===== src/rtl/display_source_scheduler.sv =====
`default_nettype none
// ============================================================================
// Module   : display_source_scheduler
// Purpose  : Time-shares one seven-segment display between several counter
//            sources, with a blanking gap on every source switch.
// Revision : 1.0 - initial release
// ============================================================================
module display_source_scheduler #(
    parameter  int NUM_SRC        = 4,
    parameter  int NUM_SEGMENTS   = 4,
    parameter  int DWELL_CYCLES   = 200000000,
    parameter  int BLANK_CYCLES   = 5000000,
    parameter  int FOLLOW_UPDATES = 1,
    localparam int SEL_W          = $clog2(NUM_SRC)
) (
    input  logic                                      clk,
    input  logic                                      CPU_RESETN,
    input  logic [NUM_SRC-1:0][NUM_SEGMENTS-1:0][3:0] src_encoded,
    input  logic [NUM_SRC-1:0][NUM_SEGMENTS-1:0]      src_digit_point,
    input  logic [NUM_SRC-1:0]                        src_update,
    input  logic                                      auto_en,
    input  logic                                      next_src,
    output logic [NUM_SEGMENTS-1:0][3:0]              encoded,
    output logic [NUM_SEGMENTS-1:0]                   digit_point,
    output logic                                      blank,
    output logic [SEL_W-1:0]                          sel,
    output logic [NUM_SRC-1:0]                        sel_onehot
);

    localparam int DWELL_W = $clog2(DWELL_CYCLES + 1);
    localparam int BLANK_W = (BLANK_CYCLES > 0) ? $clog2(BLANK_CYCLES + 1) : 1;
    localparam logic [DWELL_W-1:0] c_DWELL_LAST = DWELL_W'(DWELL_CYCLES - 1);
    localparam logic [BLANK_W-1:0] c_BLANK_LAST =
        BLANK_W'((BLANK_CYCLES > 0) ? BLANK_CYCLES - 1 : 0);

    typedef enum logic [0:0] {
        ST_SHOW  = 1'b0,
        ST_BLANK = 1'b1
    } state_t;

    state_t                             r_state, w_state_nxt;
    logic [SEL_W-1:0]                   r_sel, w_sel_nxt;
    logic [SEL_W-1:0]                   r_pending, w_pending_nxt;
    logic [DWELL_W-1:0]                 r_dwell_cnt, w_dwell_nxt;
    logic [BLANK_W-1:0]                 r_blank_cnt, w_blank_cnt_nxt;
    logic [NUM_SRC-1:0]                 r_sel_onehot, w_onehot_nxt;
    logic [NUM_SEGMENTS-1:0][3:0]       r_encoded;
    logic [NUM_SEGMENTS-1:0]            r_digit_point;
    logic                               r_blank;
    logic                               w_follow_hit;
    logic [SEL_W-1:0]                   w_follow_tgt;
    logic                               w_trigger;
    logic [SEL_W-1:0]                   w_target;
    logic [SEL_W-1:0]                   w_pending_inc;

    function automatic logic [SEL_W-1:0] f_wrap_inc(input logic [SEL_W-1:0] v);
        return (v == SEL_W'(NUM_SRC - 1)) ? '0 : v + 1'b1;
    endfunction

    // Round-robin search from sel+1; descending k so the nearest requester wins.
    always_comb begin
        w_follow_hit = 1'b0;
        w_follow_tgt = r_sel;
        if (FOLLOW_UPDATES != 0) begin
            for (int k = NUM_SRC - 1; k >= 1; k--) begin
                logic [SEL_W-1:0] w_idx;
                w_idx = SEL_W'((int'(r_sel) + k) % NUM_SRC);
                if (src_update[w_idx]) begin
                    w_follow_hit = 1'b1;
                    w_follow_tgt = w_idx;
                end
            end
        end
    end

    always_comb begin
        w_state_nxt     = r_state;
        w_sel_nxt       = r_sel;
        w_pending_nxt   = r_pending;
        w_dwell_nxt     = '0;
        w_blank_cnt_nxt = r_blank_cnt;
        w_trigger       = 1'b0;
        w_target        = r_sel;
        w_pending_inc   = next_src ? f_wrap_inc(r_pending) : r_pending;
        case (r_state)
            ST_SHOW: begin
                if (next_src) begin
                    w_trigger = 1'b1;
                    w_target  = f_wrap_inc(r_sel);
                end else if (w_follow_hit) begin
                    w_trigger = 1'b1;
                    w_target  = w_follow_tgt;
                end else if (auto_en && (r_dwell_cnt == c_DWELL_LAST)) begin
                    w_trigger = 1'b1;
                    w_target  = f_wrap_inc(r_sel);
                end
                if (w_trigger) begin
                    if (BLANK_CYCLES == 0) begin
                        w_sel_nxt = w_target;
                    end else begin
                        w_pending_nxt   = w_target;
                        w_blank_cnt_nxt = '0;
                        w_state_nxt     = ST_BLANK;
                    end
                end else if (auto_en && !src_update[r_sel]) begin
                    w_dwell_nxt = r_dwell_cnt + 1'b1;
                end
            end
            ST_BLANK: begin
                w_pending_nxt = w_pending_inc;
                if (r_blank_cnt == c_BLANK_LAST) begin
                    w_sel_nxt       = w_pending_inc;
                    w_blank_cnt_nxt = '0;
                    w_state_nxt     = ST_SHOW;
                end else begin
                    w_blank_cnt_nxt = r_blank_cnt + 1'b1;
                end
            end
            default: w_state_nxt = ST_SHOW;
        endcase
        w_onehot_nxt            = '0;
        w_onehot_nxt[w_sel_nxt] = 1'b1;
    end

    always_ff @(posedge clk or negedge CPU_RESETN) begin
        if (!CPU_RESETN) begin
            r_state       <= ST_SHOW;
            r_sel         <= '0;
            r_pending     <= '0;
            r_dwell_cnt   <= '0;
            r_blank_cnt   <= '0;
            r_sel_onehot  <= NUM_SRC'(1);
            r_encoded     <= '0;
            r_digit_point <= '0;
            r_blank       <= 1'b0;
        end else begin
            r_state       <= w_state_nxt;
            r_sel         <= w_sel_nxt;
            r_pending     <= w_pending_nxt;
            r_dwell_cnt   <= w_dwell_nxt;
            r_blank_cnt   <= w_blank_cnt_nxt;
            r_sel_onehot  <= w_onehot_nxt;
            r_encoded     <= (r_state == ST_SHOW) ? src_encoded[r_sel] : '0;
            r_digit_point <= (r_state == ST_SHOW) ? src_digit_point[r_sel] : '0;
            r_blank       <= (r_state == ST_BLANK);
        end
    end

    assign encoded     = r_encoded;
    assign digit_point = r_digit_point;
    assign blank       = r_blank;
    assign sel         = r_sel;
    assign sel_onehot  = r_sel_onehot;

endmodule
`default_nettype wire


===== config.mk =====
export PLATFORM = sky130hd
export DESIGN_NAME = display_source_scheduler
export DESIGN_NICKNAME = d
export VERILOG_FILES = /design/src/rtl/display_source_scheduler.sv
export SDC_FILE = /design/constraint.sdc
export NUM_CORES = 1
export LEC_CHECK = 0
export CAP_MARGIN = 15
export CORE_MARGIN = 2
export CORE_UTILIZATION = 39
export DETAILED_ROUTE_END_ITERATION = 7
export MAX_ROUTING_LAYER = met4
export PLACE_DENSITY = 0.73
export REMOVE_ABC_BUFFERS = 1
export SYNTH_ARGS = -nofsm -noshare
export SYNTH_HDL_FRONTEND = slang
export SYNTH_SLANG_ARGS = --single-unit
export TNS_END_PERCENT = 5

===== constraint.sdc =====
create_clock -name clk -period 2.8 [get_ports clk]
set_clock_uncertainty 0.1 [all_clocks]
set_input_delay 0.42 -clock clk [delete_from_list [all_inputs] [get_ports clk]]
set_output_delay 0.42 -clock clk [all_outputs]
set_load 0.005 [all_outputs]

Word-level counts from Yosys, hierarchy flattened
Cells that the tools add are included.

$mul: 0. Eq/ne operators: 5. $lt $le $gt $ge: 6. Bitwise gates (word level): 1. Multiplexer cells: 45. Reduce and logical (&&, ||, !) cells: 4. Shifts and indexed selects: 0. Add/sub/neg operators: 7. Divide/modulo/power cells: 0.

Operators by type and width (number): $mux W28 (3); $mux W23 (2); $pmux W23 S2 (1); $bmux W16 S2 (1); $mux W16 (2); $add A28 B1 Y28 const B (1); $eq A28 B28 Y1 const B (1); $mux W2 (12); $add A23 B1 Y23 const B (1); $eq A23 B23 Y1 const B (1); $lt A2 B3 Y1 const B (5); $mux W1 (14); $bmux W1 S2 (4); $bmux W4 S2 (1); $mux W4 (2); $add A2 B1 Y2 const B (3); $add A2 B2 Y2 const B (2); $eq A2 B2 Y1 const B (2); $pmux W2 S2 (1); $logic_and A1 B1 Y1 (3); $demux W1 S2 (1); $ge A2 B1 Y1 const B (1); $ne A2 B1 Y1 const B (1); $pmux W1 S2 (1); other kinds (2) (2).

Memory bits (writable): 0. Output and inout bits: 27. Memory bits (read-only): 0. Logic and storage cells: 80. Memories: 0. Bits in latches: 0. Register bits after elaboration: 81. Bits of input ports: 88.

Depth between registers and ports, before layout
Depth in word-level cells: 11. Depth in mapped cells: 8. Depth with buffers taken out: 7.

Worst setup path after synthesis
No wires, ideal clock.

Path type: register to register. Start: register r_blank_cnt[12]. End: register r_sel_onehot[3] (netlist: sel_onehot[3]). Clock period less this slack: 2.145 ns. Setup slack: 0.655 ns. Cell stages (with the launch flop): 6. Buffers on the path: 0. Setup time: 0.119 ns. Data required time: 2.581 ns. Arrival: 1.926 ns. Cells stage by stage: dfrtp_1 > or4b_1 > nor4_4 > nand2_1 > mux2_4 > and2_1.

Longest elaborated chain between the ends: 7. Elaborated cells between the ends (all ways): 8. Those cells by class: order compare (2); eq/ne (1); mux (4); reduce/logical (1).

RTL lines: start, declared (RTL line 45) `logic [BLANK_W-1:0] r_blank_cnt, w_blank_cnt_nxt;`; start signal, assigned (RTL line 141) `r_blank_cnt <= w_blank_cnt_nxt;`; $eq A23 B23 Y1 * (RTL line 111) `if (r_blank_cnt == c_BLANK_LAST) begin`; $mux W2 * (RTL line 111); $mux W2 * (RTL line 85) `case (r_state)`; net w_sel_nxt[1] (RTL line 42) `logic [SEL_W-1:0] r_sel, w_sel_nxt;`; $lt A2 B3 Y1 (not written as such) / $ge A2 B1 Y1 (equally long branches) (RTL line 122) `w_onehot_nxt[w_sel_nxt] = 1'b1;`; $logic_and A1 B1 Y1 (not written as such) (RTL line 122); $mux W1 (not written as such) (RTL line 122); $demux W1 S2 * (RTL line 122); net w_onehot_nxt[3] (RTL line 46) `logic [NUM_SRC-1:0] r_sel_onehot, w_onehot_nxt;`; end signal, assigned (RTL line 142) `r_sel_onehot <= w_onehot_nxt;`; end, declared (RTL line 46).

Mark *: on every way through the listed nets, which the timed path passes. The rest lies on a longest branch. A chain may end at the register's enable or synchronous reset.

Final worst setup path
Start: register r_dwell_cnt[13]. End: register r_pending[0].

Longest elaborated chain between the ends: 7. Elaborated cells between the ends (all ways): 12. Those cells by class: eq/ne (2); mux (9); reduce/logical (1).

RTL lines: start, declared (RTL line 44) `logic [DWELL_W-1:0] r_dwell_cnt, w_dwell_nxt;`; start signal, assigned (RTL line 140) `r_dwell_cnt <= w_dwell_nxt;`; $eq A28 B28 Y1 * (RTL line 93) `end else if (auto_en && (r_dwell_cnt == c_DWELL_LAST)) begin`; $logic_and A1 B1 Y1 * (RTL line 93); $mux W2 / $mux W1 (equally long branches) (RTL line 93); $mux W2 / $mux W1 (equally long branches) (RTL line 90) `end else if (w_follow_hit) begin`; $mux W2 / $mux W1 (equally long branches) (RTL line 87) `if (next_src) begin`; $mux W2 / $mux W1 (equally long branches) (RTL line 97, 85); $pmux W2 S2 / $ne A2 B1 Y1 (equally long branches); end signal, assigned (RTL line 139) `r_pending <= w_pending_nxt;`; end, declared (RTL line 43) `logic [SEL_W-1:0] r_pending, w_pending_nxt;`.

Every way passes the cells marked *; elsewhere a longest branch is shown, timed or not. The select of a mux whose other input is x is not followed.

==> reports/summary.txt <==
root buf cell: clkbuf_16
H-tree levels: 3
first-pass GRT wire length: 19.0 mm
Core ar.: 11300 µm²
DR pass1 iterations: 4
Vias: 3723
Arr. time, crit path: 2630 ps
worst hold path endpoint: r_dwell_cnt[0]
clock insertion delay at the later pin of the skew report: 340 ps
IO Count: 115
Core Util, Final: 54.1%
RSZ-0062 raised after global routing: no
crit path max fanout: 4
port buffer count: 114
synthesized area: 4490 µm²
chip width: 111 µm
met3 usage: 4.43%
status: complete, no violations
worst reg-to-reg path cell count: 5
Clock Tree Buf Depth: 2
Final GP Congestion: 0.855
Tot GR Track Use: 19.8%
count of different cell masters after synthesis: 57
die area: 12400 µm²
cts bufs inserted: 9
vias in the first global route: 3723
PD cells: 494 nW/µm²
Synth area leader: dfrtp_1
antenna fix cells: 0
hold crit path type: reg2reg
Fmax: 0.407 GHz
TritonCTS clock tree: done
Layout area overhead: 36.6%
Tcrit/Tclk final: 87.7%
Max rail drop VDD: 0.375 mV
# rows: 39
share of post-route cells with drive strength above 1: 13.2%
M1 GR Usage: 23.2%
MaxCap Viol Count: 0
setup slack after layout: 344 ps
Starting DRT DRC Count: 265
drt wl/cell: 16.6 µm
Via density: 5.34
gr busiest metal: met2
largest cells by area after synthesis: dfrtp_1 (45%), mux4_2 (10%), nor2_1 (4.6%)
largest net degree at the start of global routing: 29
most frequent cell after synthesis: dfrtp_1
CTS Sinks: 81
Residual DRC: 0
YS warnings: 0
worst-path cell chain: or4b_2 > nor4b_1 > nand4_1 > o41ai_1 > o221a_2
sequential fraction of the synthesis area: 45.2%
WP data required: 2980 ps
DP Worst Slack: 105 ps
WL final: 11.6 mm
clk slew on worst S/H paths: 60 ps
hold slack: 386 ps
flop-to-flop setup slack: 340 ps
post-CTS sizing: 0
worst-margin pin slew: 583 ps
Max-slew headroom: 60.8%
Hold Path Stages: 1
Critical R2R Capture: r_pending[0]
Max stage delay on crit path: 680 ps
P_leak: 2.43 nW
commonest register cell after synthesis: dfrtp_1
met2 Use GR: 33.7%
Post-CTS Hold Fix Bufs: 1
syn_area_per_cell: 10.6 µm²
# setup viols final: 0
Post-synth EDFFs: 0
worst r2r src: r_dwell_cnt[13]
Initial Util: 39.6%
Tot Pwr: 0.00303 W
setup_tns: 0 ps
nets: 641
Hold Path Origin: r_dwell_cnt[0]
Yosys top cell area share: 44.6%
initial antenna violation count: 0
Crit Path Category: reg2reg
post-CTS setup repair buffer count: 0
minimum clock period: 2460 ps
ys async rst share: 100%
post-detailed-route count of antenna-violating nets: 0
Synth top cells by count: dfrtp_1 (80), nor2_1 (55), and2_1 (26)
CP Launch Type: register
total grt overflow: 0
final-layout fill cell count: 991
#FFs+latches synth: 81
slowest CP cell: or4b_2
endpoint type of the worst setup path: register
Fin. Hold Viols: 0
final slew viol count: 0
Die Span Y: 111 µm
Post-DP HPWL: 8.57 mm
cells after synthesis: 425
==> critical path, delay by kind of cell, from the launching register on <==
kind / cells / cell delay [ps]
compound gates: 2 / 720
simple gates: 3 / 1140
flops: 1 / 430
==> report_power, final <==
part / leakage [nW] / internal (W) / switching, W
logic: 1.27 / 0.000285 / 0.000191
registers: 1.04 / 0.00127 / 0.000164
clock network: 0.128 / 0.000613 / 0.000502
==> placed cells by master (no fill, tap or decap), types with 3 or more instances in the layout <==
cell / instances
or3_1: 3
mux4_2: 20
and3_1: 8
o21ai_0: 22
nand4_1: 14
ha_1: 4
dfrtp_1: 79
xor2_1: 16
o21ai_1: 9
nor2b_1: 5
xnor2_1: 11
nor4_4: 3
nor2_1: 55
nand3_1: 19
buf_4: 19
clkdlybuf4s50_1: 113
nor3_1: 5
inv_1: 8
mux2i_1: 4
mux2_2: 3
clkinvlp_4: 3
and2_1: 26
clkbuf_16: 9
nor4_1: 3
nand2_1: 25
nor4b_1: 5
a21oi_1: 13
a31oi_1: 10
==> how the worst max path moves through the flow <==
stage / start / endpoint / slack, ps / cells after the start
2_1_floorplan: sel[0] / r_dwell_cnt[10] / -600 / 6
3_3_place_gp: src_update[1] / r_dwell_cnt[1] / 200 / 7
3_5_place_dp: src_update[0] / r_dwell_cnt[26] / 100 / 7
4_1_cts: r_dwell_cnt[13] / r_pending[0] / 360 / 5
5_1_grt: r_dwell_cnt[0] / r_blank_cnt[22] / 210 / 8
6_report: r_dwell_cnt[13] / r_pending[0] / 340 / 5
==> final cells by class <==
class	count	area, µm²	share of cell area [%]
clock buffer	10	229	3.74
clock inverter	6	51.3	0.837
inverter	8	30.0	0.490
multi-input combinational	316	2330	38.0
sequential	81	2030	33.1
tap	143	179	2.92
timing repair buffer	133	1280	20.9
==> flip-flops by register name, indices dropped and copies added, names as in the netlist <==
signal	flops
blank	1
digit_point	4
encoded	16
r_blank_cnt	23
r_dwell_cnt	28
r_pending	2
r_state	1
sel	2
sel_onehot	4
==> routing by layer <==
metal  wire, µm  vias up  part of all wire [%]
met4        191        0                   1.7
met1       4870     1801                    42
met3        702       11                   6.1
met5          0        -                     0
li1           -     1787                     -
met2       5790      124                    50
==> through the flow <==
stage / std cells / area [µm²]
2_1_floorplan: 405 / 4390
5_1_grt: 697 / 6130
4_1_cts: 697 / 6130
3_3_place_gp: 680 / 5840
3_5_place_dp: 680 / 5840
6_report: 697 / 6130
==> cells by family (layout without fill, tap and decap cells) <==
| family | after synthesis | after routing | synth area share [%] |
|---|---|---|---|
| AOI/OAI and AO/OA | 70 | 70 | 9.98 |
| xor gates and xnor gates | 27 | 27 | 5.27 |
| adders and majority gates | 4 | 4 | 1.12 |
| buffers and inverters | 28 | 157 | 2.93 |
| DFF | 81 | 81 | 45.2 |
| muxes | 29 | 29 | 12.4 |
| and+or+nand+nor | 186 | 186 | 23.1 |
Note: power is estimated with default switching activity, not from simulation.
